### config.mk
export PLATFORM = sky130hd
export DESIGN_NAME = reservation_station_add_flat
export DESIGN_NICKNAME = d
export VERILOG_FILES = /design/src/rtl/tomasulo_pkg.sv /design/src/rtl/reservation_station_add_if.sv /design/src/rtl/reservation_station_add_alu.sv /design/src/rtl/reservation_station_add.sv /design/src/flat_wrapper.sv
export SDC_FILE = /design/constraint.sdc
export NUM_CORES = 1
export LEC_CHECK = 0
export CAP_MARGIN = 10
export CORE_ASPECT_RATIO = 1.4
export CORE_MARGIN = 1
export CORE_UTILIZATION = 60
export CTS_BUF_LIST = sky130_fd_sc_hd__clkbuf_8
export DETAILED_ROUTE_END_ITERATION = 8
export GPL_TIMING_DRIVEN = 0
export PLACE_DENSITY = 0.89
export SLEW_MARGIN = 0
export SYNTH_ARGS = -nofsm -noshare
export SYNTH_HDL_FRONTEND = slang
export SYNTH_HIERARCHICAL = 1
export SYNTH_SLANG_ARGS = --single-unit
### constraint.sdc
create_clock -name Clock -period 10.4 [get_ports Clock]
set_clock_uncertainty 0.1 [all_clocks]
set_input_delay 1.56 -clock Clock [delete_from_list [all_inputs] [get_ports Clock]]
set_output_delay 1.56 -clock Clock [all_outputs]
set_load 0.01 [all_outputs]
### src/rtl/tomasulo_pkg.sv
// Shared Tomasulo definitions: opcodes, station tags, "no value" sentinels,
// reservation-station state encoding and payload structs.
package tomasulo_pkg;

    localparam int unsigned DATA_W = 16;
    localparam int unsigned TAG_W  = 3;
    localparam int unsigned OP_W   = 3;
    localparam int unsigned REG_W  = 4;

    // Functional-unit opcodes
    localparam logic [OP_W-1:0] OP_ADD = 3'b001;
    localparam logic [OP_W-1:0] OP_SUB = 3'b010;
    localparam logic [OP_W-1:0] OP_AND = 3'b011;
    localparam logic [OP_W-1:0] OP_OR  = 3'b100;

    // Producer tags
    localparam logic [TAG_W-1:0] FREE_REGISTER    = 3'd0;
    localparam logic [TAG_W-1:0] RES_STATION_ADD1 = 3'd1;
    localparam logic [TAG_W-1:0] RES_STATION_ADD2 = 3'd2;

    // Sentinels for "no value" / "value ready"
    localparam logic [DATA_W-1:0] VJ_VK_SEM_VALOR = 16'hFFF0;
    localparam logic [TAG_W-1:0]  QJ_QK_SEM_VALOR = 3'b000;

    typedef enum logic [1:0] {
        IDLE      = 2'd0,
        WAIT_OPS  = 2'd1,
        EXEC      = 2'd2,
        WRITEBACK = 2'd3
    } rs_state_e;

    // Captured instruction held by the station
    typedef struct packed {
        logic [DATA_W-1:0] vj;
        logic [DATA_W-1:0] vk;
        logic [TAG_W-1:0]  qj;
        logic [TAG_W-1:0]  qk;
        logic [OP_W-1:0]   ufop;
        logic [REG_W-1:0]  r_target;
    } rs_entry_t;

    // Broadcast payload driven onto the common data bus
    typedef struct packed {
        logic [TAG_W-1:0]  tag;
        logic [DATA_W-1:0] data;
        logic [REG_W-1:0]  target;
    } cdb_payload_t;

endpackage

### src/rtl/reservation_station_add_if.sv
// Dispatch, CDB snoop and CDB broadcast signals of the add reservation station.
interface reservation_station_add_if;
    import tomasulo_pkg::*;

    logic              Enable_VQ;
    logic [DATA_W-1:0] Vj;
    logic [DATA_W-1:0] Vk;
    logic [TAG_W-1:0]  Qj;
    logic [TAG_W-1:0]  Qk;
    logic [OP_W-1:0]   Ufop;
    logic [REG_W-1:0]  R_target;
    logic              Cdb_valid;
    logic [TAG_W-1:0]  Cdb_tag;
    logic [DATA_W-1:0] Cdb_data;
    logic              Cdb_grant;
    logic              Busy;
    logic              Cdb_req;
    logic [TAG_W-1:0]  Cdb_tag_out;
    logic [DATA_W-1:0] Cdb_data_out;
    logic [REG_W-1:0]  Cdb_target;

    // Dispatcher / bus side
    modport master (
        output Enable_VQ, Vj, Vk, Qj, Qk, Ufop, R_target,
        output Cdb_valid, Cdb_tag, Cdb_data, Cdb_grant,
        input  Busy, Cdb_req, Cdb_tag_out, Cdb_data_out, Cdb_target
    );

    // Reservation station side
    modport slave (
        input  Enable_VQ, Vj, Vk, Qj, Qk, Ufop, R_target,
        input  Cdb_valid, Cdb_tag, Cdb_data, Cdb_grant,
        output Busy, Cdb_req, Cdb_tag_out, Cdb_data_out, Cdb_target
    );

endinterface

### src/rtl/reservation_station_add_alu.sv
// Combinational ALU of the add station: ADD/SUB wrap modulo 2^16, AND/OR bitwise.
module rs_alu
    import tomasulo_pkg::*;
(
    input  logic [OP_W-1:0]   Ufop,
    input  logic [DATA_W-1:0] Vj,
    input  logic [DATA_W-1:0] Vk,
    output logic [DATA_W-1:0] result
);

    // Opcode decode; unknown opcodes produce zero
    always_comb begin
        result = '0;
        case (Ufop)
            OP_ADD:  result = DATA_W'(Vj + Vk);
            OP_SUB:  result = DATA_W'(Vj - Vk);
            OP_AND:  result = Vj & Vk;
            OP_OR:   result = Vj | Vk;
            default: result = '0;
        endcase
    end

endmodule

### src/rtl/reservation_station_add.sv
// Single-entry add/sub/and/or reservation station for a Tomasulo core.
// Optional feature: define RS_OVERRUN_DETECT_EN to add a sticky Overrun output
// flagging dispatch attempts while the station is occupied.
module reservation_station_add
    import tomasulo_pkg::*;
#(
    parameter logic [TAG_W-1:0] MY_TAG      = 3'd1,
    parameter int unsigned      ADD_LATENCY = 2
) (
    input  logic                      Clock,
    input  logic                      Reset,
`ifdef RS_OVERRUN_DETECT_EN
    output logic                      Overrun,
`endif
    reservation_station_add_if.slave  bus
);

    localparam int unsigned CNT_W = 4;
    localparam logic [CNT_W-1:0] CNT_LOAD = CNT_W'(ADD_LATENCY - 1);

    localparam rs_entry_t ENTRY_RST = '{
        vj:       VJ_VK_SEM_VALOR,
        vk:       VJ_VK_SEM_VALOR,
        qj:       QJ_QK_SEM_VALOR,
        qk:       QJ_QK_SEM_VALOR,
        ufop:     3'b000,
        r_target: 4'h0
    };

    localparam cdb_payload_t BCAST_IDLE = '{
        tag:    QJ_QK_SEM_VALOR,
        data:   VJ_VK_SEM_VALOR,
        target: 4'h0
    };

    rs_state_e         state_q, state_d;
    rs_entry_t         entry_q, entry_d;
    logic [CNT_W-1:0]  cnt_q, cnt_d;
    logic              cdb_req_q, cdb_req_d;
    cdb_payload_t      bcast_q, bcast_d;
    logic [DATA_W-1:0] alu_result;
    logic              snoop_ok;
`ifdef RS_OVERRUN_DETECT_EN
    logic              overrun_q, overrun_d;
`endif

    rs_alu u_alu (
        .Ufop   (entry_q.ufop),
        .Vj     (entry_q.vj),
        .Vk     (entry_q.vk),
        .result (alu_result)
    );

    // A broadcast is usable only if it carries a real tag that is not our own
    assign snoop_ok = bus.Cdb_valid && (bus.Cdb_tag != QJ_QK_SEM_VALOR)
                      && (bus.Cdb_tag != MY_TAG);

    // Next-state, operand capture, latency counter and broadcast payload
    always_comb begin
        state_d   = state_q;
        entry_d   = entry_q;
        cnt_d     = cnt_q;
        cdb_req_d = 1'b0;
        bcast_d   = BCAST_IDLE;
`ifdef RS_OVERRUN_DETECT_EN
        overrun_d = overrun_q | (bus.Enable_VQ && (state_q != IDLE));
`endif
        case (state_q)
            IDLE: begin
                if (bus.Enable_VQ) begin
                    entry_d.vj       = bus.Vj;
                    entry_d.vk       = bus.Vk;
                    entry_d.qj       = bus.Qj;
                    entry_d.qk       = bus.Qk;
                    entry_d.ufop     = bus.Ufop;
                    entry_d.r_target = bus.R_target;
                    if (snoop_ok && (bus.Qj == bus.Cdb_tag)) begin
                        entry_d.vj = bus.Cdb_data;
                        entry_d.qj = QJ_QK_SEM_VALOR;
                    end
                    if (snoop_ok && (bus.Qk == bus.Cdb_tag)) begin
                        entry_d.vk = bus.Cdb_data;
                        entry_d.qk = QJ_QK_SEM_VALOR;
                    end
                    if ((entry_d.qj == QJ_QK_SEM_VALOR) && (entry_d.qk == QJ_QK_SEM_VALOR)) begin
                        state_d = EXEC;
                        cnt_d   = CNT_LOAD;
                    end else begin
                        state_d = WAIT_OPS;
                    end
                end
            end
            WAIT_OPS: begin
                if (snoop_ok && (entry_q.qj == bus.Cdb_tag)) begin
                    entry_d.vj = bus.Cdb_data;
                    entry_d.qj = QJ_QK_SEM_VALOR;
                end
                if (snoop_ok && (entry_q.qk == bus.Cdb_tag)) begin
                    entry_d.vk = bus.Cdb_data;
                    entry_d.qk = QJ_QK_SEM_VALOR;
                end
                if ((entry_d.qj == QJ_QK_SEM_VALOR) && (entry_d.qk == QJ_QK_SEM_VALOR)) begin
                    state_d = EXEC;
                    cnt_d   = CNT_LOAD;
                end
            end
            EXEC: begin
                if (cnt_q == '0) begin
                    state_d   = WRITEBACK;
                    cdb_req_d = 1'b1;
                    bcast_d   = '{tag: MY_TAG, data: alu_result, target: entry_q.r_target};
                end else begin
                    cnt_d = cnt_q - CNT_W'(1);
                end
            end
            WRITEBACK: begin
                if (bus.Cdb_grant) begin
                    state_d = IDLE;
                end else begin
                    cdb_req_d = 1'b1;
                    bcast_d   = bcast_q;
                end
            end
            default: state_d = IDLE;
        endcase
    end

    // State and datapath registers; reset drops any pending instruction
    always_ff @(posedge Clock or posedge Reset) begin
        if (Reset) begin
            state_q   <= IDLE;
            entry_q   <= ENTRY_RST;
            cnt_q     <= '0;
            cdb_req_q <= 1'b0;
            bcast_q   <= BCAST_IDLE;
`ifdef RS_OVERRUN_DETECT_EN
            overrun_q <= 1'b0;
`endif
        end else begin
            state_q   <= state_d;
            entry_q   <= entry_d;
            cnt_q     <= cnt_d;
            cdb_req_q <= cdb_req_d;
            bcast_q   <= bcast_d;
`ifdef RS_OVERRUN_DETECT_EN
            overrun_q <= overrun_d;
`endif
        end
    end

    // Busy covers the load cycle so the dispatcher cannot double-issue
    assign bus.Busy         = (state_q != IDLE) || bus.Enable_VQ;
    assign bus.Cdb_req      = cdb_req_q;
    assign bus.Cdb_tag_out  = bcast_q.tag;
    assign bus.Cdb_data_out = bcast_q.data;
    assign bus.Cdb_target   = bcast_q.target;
`ifdef RS_OVERRUN_DETECT_EN
    assign Overrun          = overrun_q;
`endif

endmodule
### src/flat_wrapper.sv
// flat-port wrapper written by rule: the top's interface ports become plain ports
module reservation_station_add_flat import tomasulo_pkg::*;
#(
    parameter logic [TAG_W-1:0] MY_TAG      = 3'd1,
    parameter int unsigned      ADD_LATENCY = 2
)
  (Clock, Reset, bus_Enable_VQ, bus_Vj, bus_Vk, bus_Qj, bus_Qk, bus_Ufop, bus_R_target, bus_Cdb_valid, bus_Cdb_tag, bus_Cdb_data, bus_Cdb_grant, bus_Busy, bus_Cdb_req, bus_Cdb_tag_out, bus_Cdb_data_out, bus_Cdb_target);
  reservation_station_add_if bus_i ();
  input  logic Clock;
  input  logic Reset;
  input wire logic [$bits(bus_i.Enable_VQ)-1:0] bus_Enable_VQ;
  input wire logic [$bits(bus_i.Vj)-1:0] bus_Vj;
  input wire logic [$bits(bus_i.Vk)-1:0] bus_Vk;
  input wire logic [$bits(bus_i.Qj)-1:0] bus_Qj;
  input wire logic [$bits(bus_i.Qk)-1:0] bus_Qk;
  input wire logic [$bits(bus_i.Ufop)-1:0] bus_Ufop;
  input wire logic [$bits(bus_i.R_target)-1:0] bus_R_target;
  input wire logic [$bits(bus_i.Cdb_valid)-1:0] bus_Cdb_valid;
  input wire logic [$bits(bus_i.Cdb_tag)-1:0] bus_Cdb_tag;
  input wire logic [$bits(bus_i.Cdb_data)-1:0] bus_Cdb_data;
  input wire logic [$bits(bus_i.Cdb_grant)-1:0] bus_Cdb_grant;
  output wire logic [$bits(bus_i.Busy)-1:0] bus_Busy;
  output wire logic [$bits(bus_i.Cdb_req)-1:0] bus_Cdb_req;
  output wire logic [$bits(bus_i.Cdb_tag_out)-1:0] bus_Cdb_tag_out;
  output wire logic [$bits(bus_i.Cdb_data_out)-1:0] bus_Cdb_data_out;
  output wire logic [$bits(bus_i.Cdb_target)-1:0] bus_Cdb_target;
  assign bus_i.Enable_VQ = bus_Enable_VQ;
  assign bus_i.Vj = bus_Vj;
  assign bus_i.Vk = bus_Vk;
  assign bus_i.Qj = bus_Qj;
  assign bus_i.Qk = bus_Qk;
  assign bus_i.Ufop = bus_Ufop;
  assign bus_i.R_target = bus_R_target;
  assign bus_i.Cdb_valid = bus_Cdb_valid;
  assign bus_i.Cdb_tag = bus_Cdb_tag;
  assign bus_i.Cdb_data = bus_Cdb_data;
  assign bus_i.Cdb_grant = bus_Cdb_grant;
  assign bus_Busy = bus_i.Busy;
  assign bus_Cdb_req = bus_i.Cdb_req;
  assign bus_Cdb_tag_out = bus_i.Cdb_tag_out;
  assign bus_Cdb_data_out = bus_i.Cdb_data_out;
  assign bus_Cdb_target = bus_i.Cdb_target;
  reservation_station_add #(.MY_TAG(MY_TAG), .ADD_LATENCY(ADD_LATENCY)) u_core (.Clock(Clock), .Reset(Reset), .bus(bus_i));
endmodule
==> results <==
- The max-cap violation count is 0.
- The die outline height is 114 µm.
- The register bit total from synthesis is 73.
- The initial detailed-routing violation count is 431.
- The critical path contains buffers and inverters numbering 2 combined.
- The deepest clock path buffer count is 2.
- The analysis attributes to net switching a power of 1.25 mW.
- The first TritonRoute pass finished after 5 iterations.
- The root buffer cell chosen for the clock tree is clkbuf_8.
- Counting flops with a built-in enable in the synthesized netlist gives 0.
- The number of buffers inserted by port buffering is 87.
- The number of distinct standard cells referenced by the synthesized netlist is 66.
- The count of unresolved DRC violations after routing is 0.
- TritonCTS built the clock tree.
- At the pin with the least slew margin, the transition time is 888 ps.
- The part of the power in combinational logic is 0.691.
- For this run, the post-layout net count is 793.
- The total standard cell area after synthesis is 5350 µm².
- Setup repair after global routing left no endpoint under its margin.
- The critical path goes through buf_2, nand2b_1, clkdlybuf4s50_1.
- The cell with the largest stage delay on the worst path is clkdlybuf4s50_1.
- The type of the tightest min-delay check is reg2reg.
- Of the total power, registers draw 0.222.
- The maximum ir drop on the vdd rail is 0.218 mV.
- The share of flip-flops with an asynchronous set or reset after synthesis is 1.00.
- In this run the remaining antenna-violating nets after routing total 0.
- The die is 81.8 µm wide.
- The number of warnings printed during yosys synthesis is 6.
- In this run the worst path has a maximum fanout of 7.
- The tree built by TritonCTS fans out to 73 sinks.
- Summing all placed instances gives a cell area of 6360 µm².
- Derived from the worst setup path, the maximum achievable clock frequency is 0.237 GHz.
- The number of vias per cell after detailed routing is 6.51.
- The post-synthesis sequential area ratio is 0.350.
- The top flip-flop cell by instance count after synthesis is dfrtp_1.
- The type of destination of the critical path is a primary output.
- The maximum number of pins on one net before global-route repair is 74.
- The post-detailed-route wirelength per cell is 19.1 µm.
- For this configuration, the core starts out at a cell density of 0.622.
- The quantity of hold-fixing buffers added after cts is 0.
- In this run the number of H-tree levels came out at 3.
- The number of placement rows is 40.
- The first global-routing pass estimated 24500 µm of wire.
- Of the total power, the clock network draws 0.087.
- STA puts the critical path data required time at 8740 ps.
- The placeable core region is 8610 µm².
- The placed wire-length estimate after detailed placement is 12000 µm.
- Once the clock tree was built, the resizer swapped 0 gates to a different size.
- The max-slew headroom at the worst pin is 0.408.
- The final standard cell area without fillers is 6550 µm².
- The critical path is of the in2out type.
- The overall via count from detail_route is 5264.
- STA classifies the critical path startpoint as a primary input.
- The placed instance count is 792.
- The run finished with clean final reports.
- The via count of the first global-routing pass is 5229.
- The count of final max-slew check failures is 0.
- The number of antenna violations at the first check in global routing is 0.
- The power density of the placed cells is 381 nW/µm².
- The overall die area is 9310 µm².
- For this run, the number of standard cells in the final layout without fillers is 808.
- The placer congestion estimate is 0.935.
- The ratio of final minimum period to clock period is 0.406.
- In this design, the stage delay of the slowest critical-path cell is 590 ps.
- The number of setup buffers added after CTS is 0.
- After clock tree synthesis, the clock-pin slew on the worst setup and hold paths is 90 ps.
- The number of antenna cells inserted is 0.
- The smallest clock period supported by the final layout is computed as 4220 ps.
- In this run the mean area of a mapped cell was 8.94 µm².
- The number of CTS-inserted buffers is 9.
- The number of endpoints with negative hold slack in the final report is 0.
- The global-route congestion overflow total is 0.
- Of the total power, the share spent switching nets is 0.500.
- Synthesis produced a netlist whose cell count is 599.
- The internal cell power is 1.25 mW.
- At the worst endpoint, the arrival time is 2560 ps.
- The clock latency at the later pin of the worst-skew pair is 370 ps.
- The cell family contributing the most delay on the critical path is buffers and inverters.
- The total routing resource utilization after global routing is 0.349.
- The signed area change from the synthesized netlist to the final layout is 22.3%.
- The I/O pin count is 94.
- The final number of setup-violating endpoints is 0.
- The sum of negative setup slack is 0 ps.
- The fraction of layout cells with a size suffix above 1 is 0.124.
- Wires add up to 15400 µm.
- The standby leakage power is 2.69 nW.
sequential cells by signal, summed over array words and instances, names as in the netlist:
name and count:
u_core/bus.Cdb_target 4, u_core/entry_q 45, u_core/bus.Cdb_data_out 16, u_core/bus.Cdb_req 1, u_core/state_q 2, u_core/cnt_q 4
u_core/bus.Cdb_tag_out 1
final timing paths:
path                       slack [ps]  cells after the start                             startpoint                                       to
min in group asynchronous        1610                      2                                  Reset              u_core/cnt_q[0]$_DFFE_PP0P_
min reg2reg                       400                      2  u_core/bus.Cdb_tag_out[0]$_DFFE_PP0N_    u_core/bus.Cdb_tag_out[0]$_DFFE_PP0N_
max                              6180                      3                          bus_Enable_VQ                                 bus_Busy
max in group asynchronous        8010                      2                                  Reset           u_core/entry_q[11]$_DFFE_PP0P_
max reg2reg                      6370                     15          u_core/entry_q[5]$_DFFE_PP0P_  u_core/bus.Cdb_data_out[15]$_DFFE_PP1N_
min                               400                      2  u_core/bus.Cdb_tag_out[0]$_DFFE_PP0N_    u_core/bus.Cdb_tag_out[0]$_DFFE_PP0N_
power groups by stage:
stage               Combinational (mW)  Sequential, mW  Clock (mW)
global placement                  1.62           0.545           0
detailed placement                1.67           0.553           0
floorplan                         1.30           0.521           0
global route                      1.89           0.570       0.233
finish                            1.73           0.553       0.218
CTS                               1.68           0.549       0.222
cells in the mapped netlist, types with 13 or more instances:
cell type	n	area, µm²
nand2_1	45	169
a22o_1	42	368
nor2_1	42	158
a21oi_1	39	195
dfrtp_1	37	926
dfstp_2	36	946
a22oi_1	34	255
o21ai_0	32	160
xnor2_1	27	236
ha_1	25	313
clkbuf_1	22	82.6
o21ai_1	21	105
inv_1	19	71.3
nand3_1	16	80.1
o22a_1	13	114
area by class of cell:
class                           instances  area, µm²
Buffer                                 39        198
Clock buffer                            9        124
Clock inverter                          7       61.3
Fill cell                             630       2060
Inverter                               21       81.3
Multi-Input combinational cell        467       3210
Sequential cell                        73       1870
Tap cell                              105        131
Timing Repair Buffer                   87        871
metal layers:
metal,track usage,routed length (µm)
met2,0.607,8160
met4,0.212,648
met5,0,0
met1,0.385,5750
met3,0.0624,886
kinds of logic (layout without fill, tap and decap cells):
| group | after synthesis | in the layout | synth area share |
|---|---|---|---|
| compound gates | 236 | 236 | 0.314 |
| simple gates | 158 | 158 | 0.143 |
| flops | 73 | 73 | 0.350 |
| buf+inv | 60 | 163 | 0.0516 |
| xor+xnor | 35 | 35 | 0.0573 |
| fa+ha+maj | 26 | 26 | 0.0622 |
| mux | 10 | 10 | 0.0215 |
| other cells | 1 | 2 | 0.000700 |
metrics by stage:
stage | hold slack (ps) | setup WS, ps | utilization | total power, mW
detailed placement | 377 | 6220 | 0.739 | 2.23
finish | 396 | 6180 | 0.761 | 2.50
global route | 407 | 6120 | 0.761 | 2.69
floorplan | 362 | 6830 | - | 1.82
CTS | 398 | 6200 | 0.761 | 2.45
global placement | 360 | 5860 | 0.739 | 2.16
cell usage in the layout (no fill, tap or decap), drive strengths merged, types with 5 or more instances in the layout:
master	instances
dfstp	36
inv	25
nand2	45
ha	25
nor2	44
mux2	9
o22a	13
o31ai	9
clkdlybuf4s50	87
a31oi	7
nand2b	9
xor2	8
or3	5
o211ai	8
o21ai	53
nand3	16
a22oi	34
a32o	6
nor2b	5
a21oi	39
a22o	42
and2	5
dfrtp	37
nor3	12
xnor2	27
buf	17
clkbuf	31
worst reg2reg max path, delay by kind of cell, from the launching register on:
| kind | cells | cell delay [ps] |
|---|---|---|
| AOI/OAI and AO/OA | 6 | 1360 |
| xor gates and xnor gates | 2 | 290 |
| adders and majority gates | 1 | 370 |
| buffers and inverters | 2 | 750 |
| DFF | 1 | 350 |
| and+or+nand+nor | 4 | 780 |
Note: power is estimated with default switching activity, not from simulation.
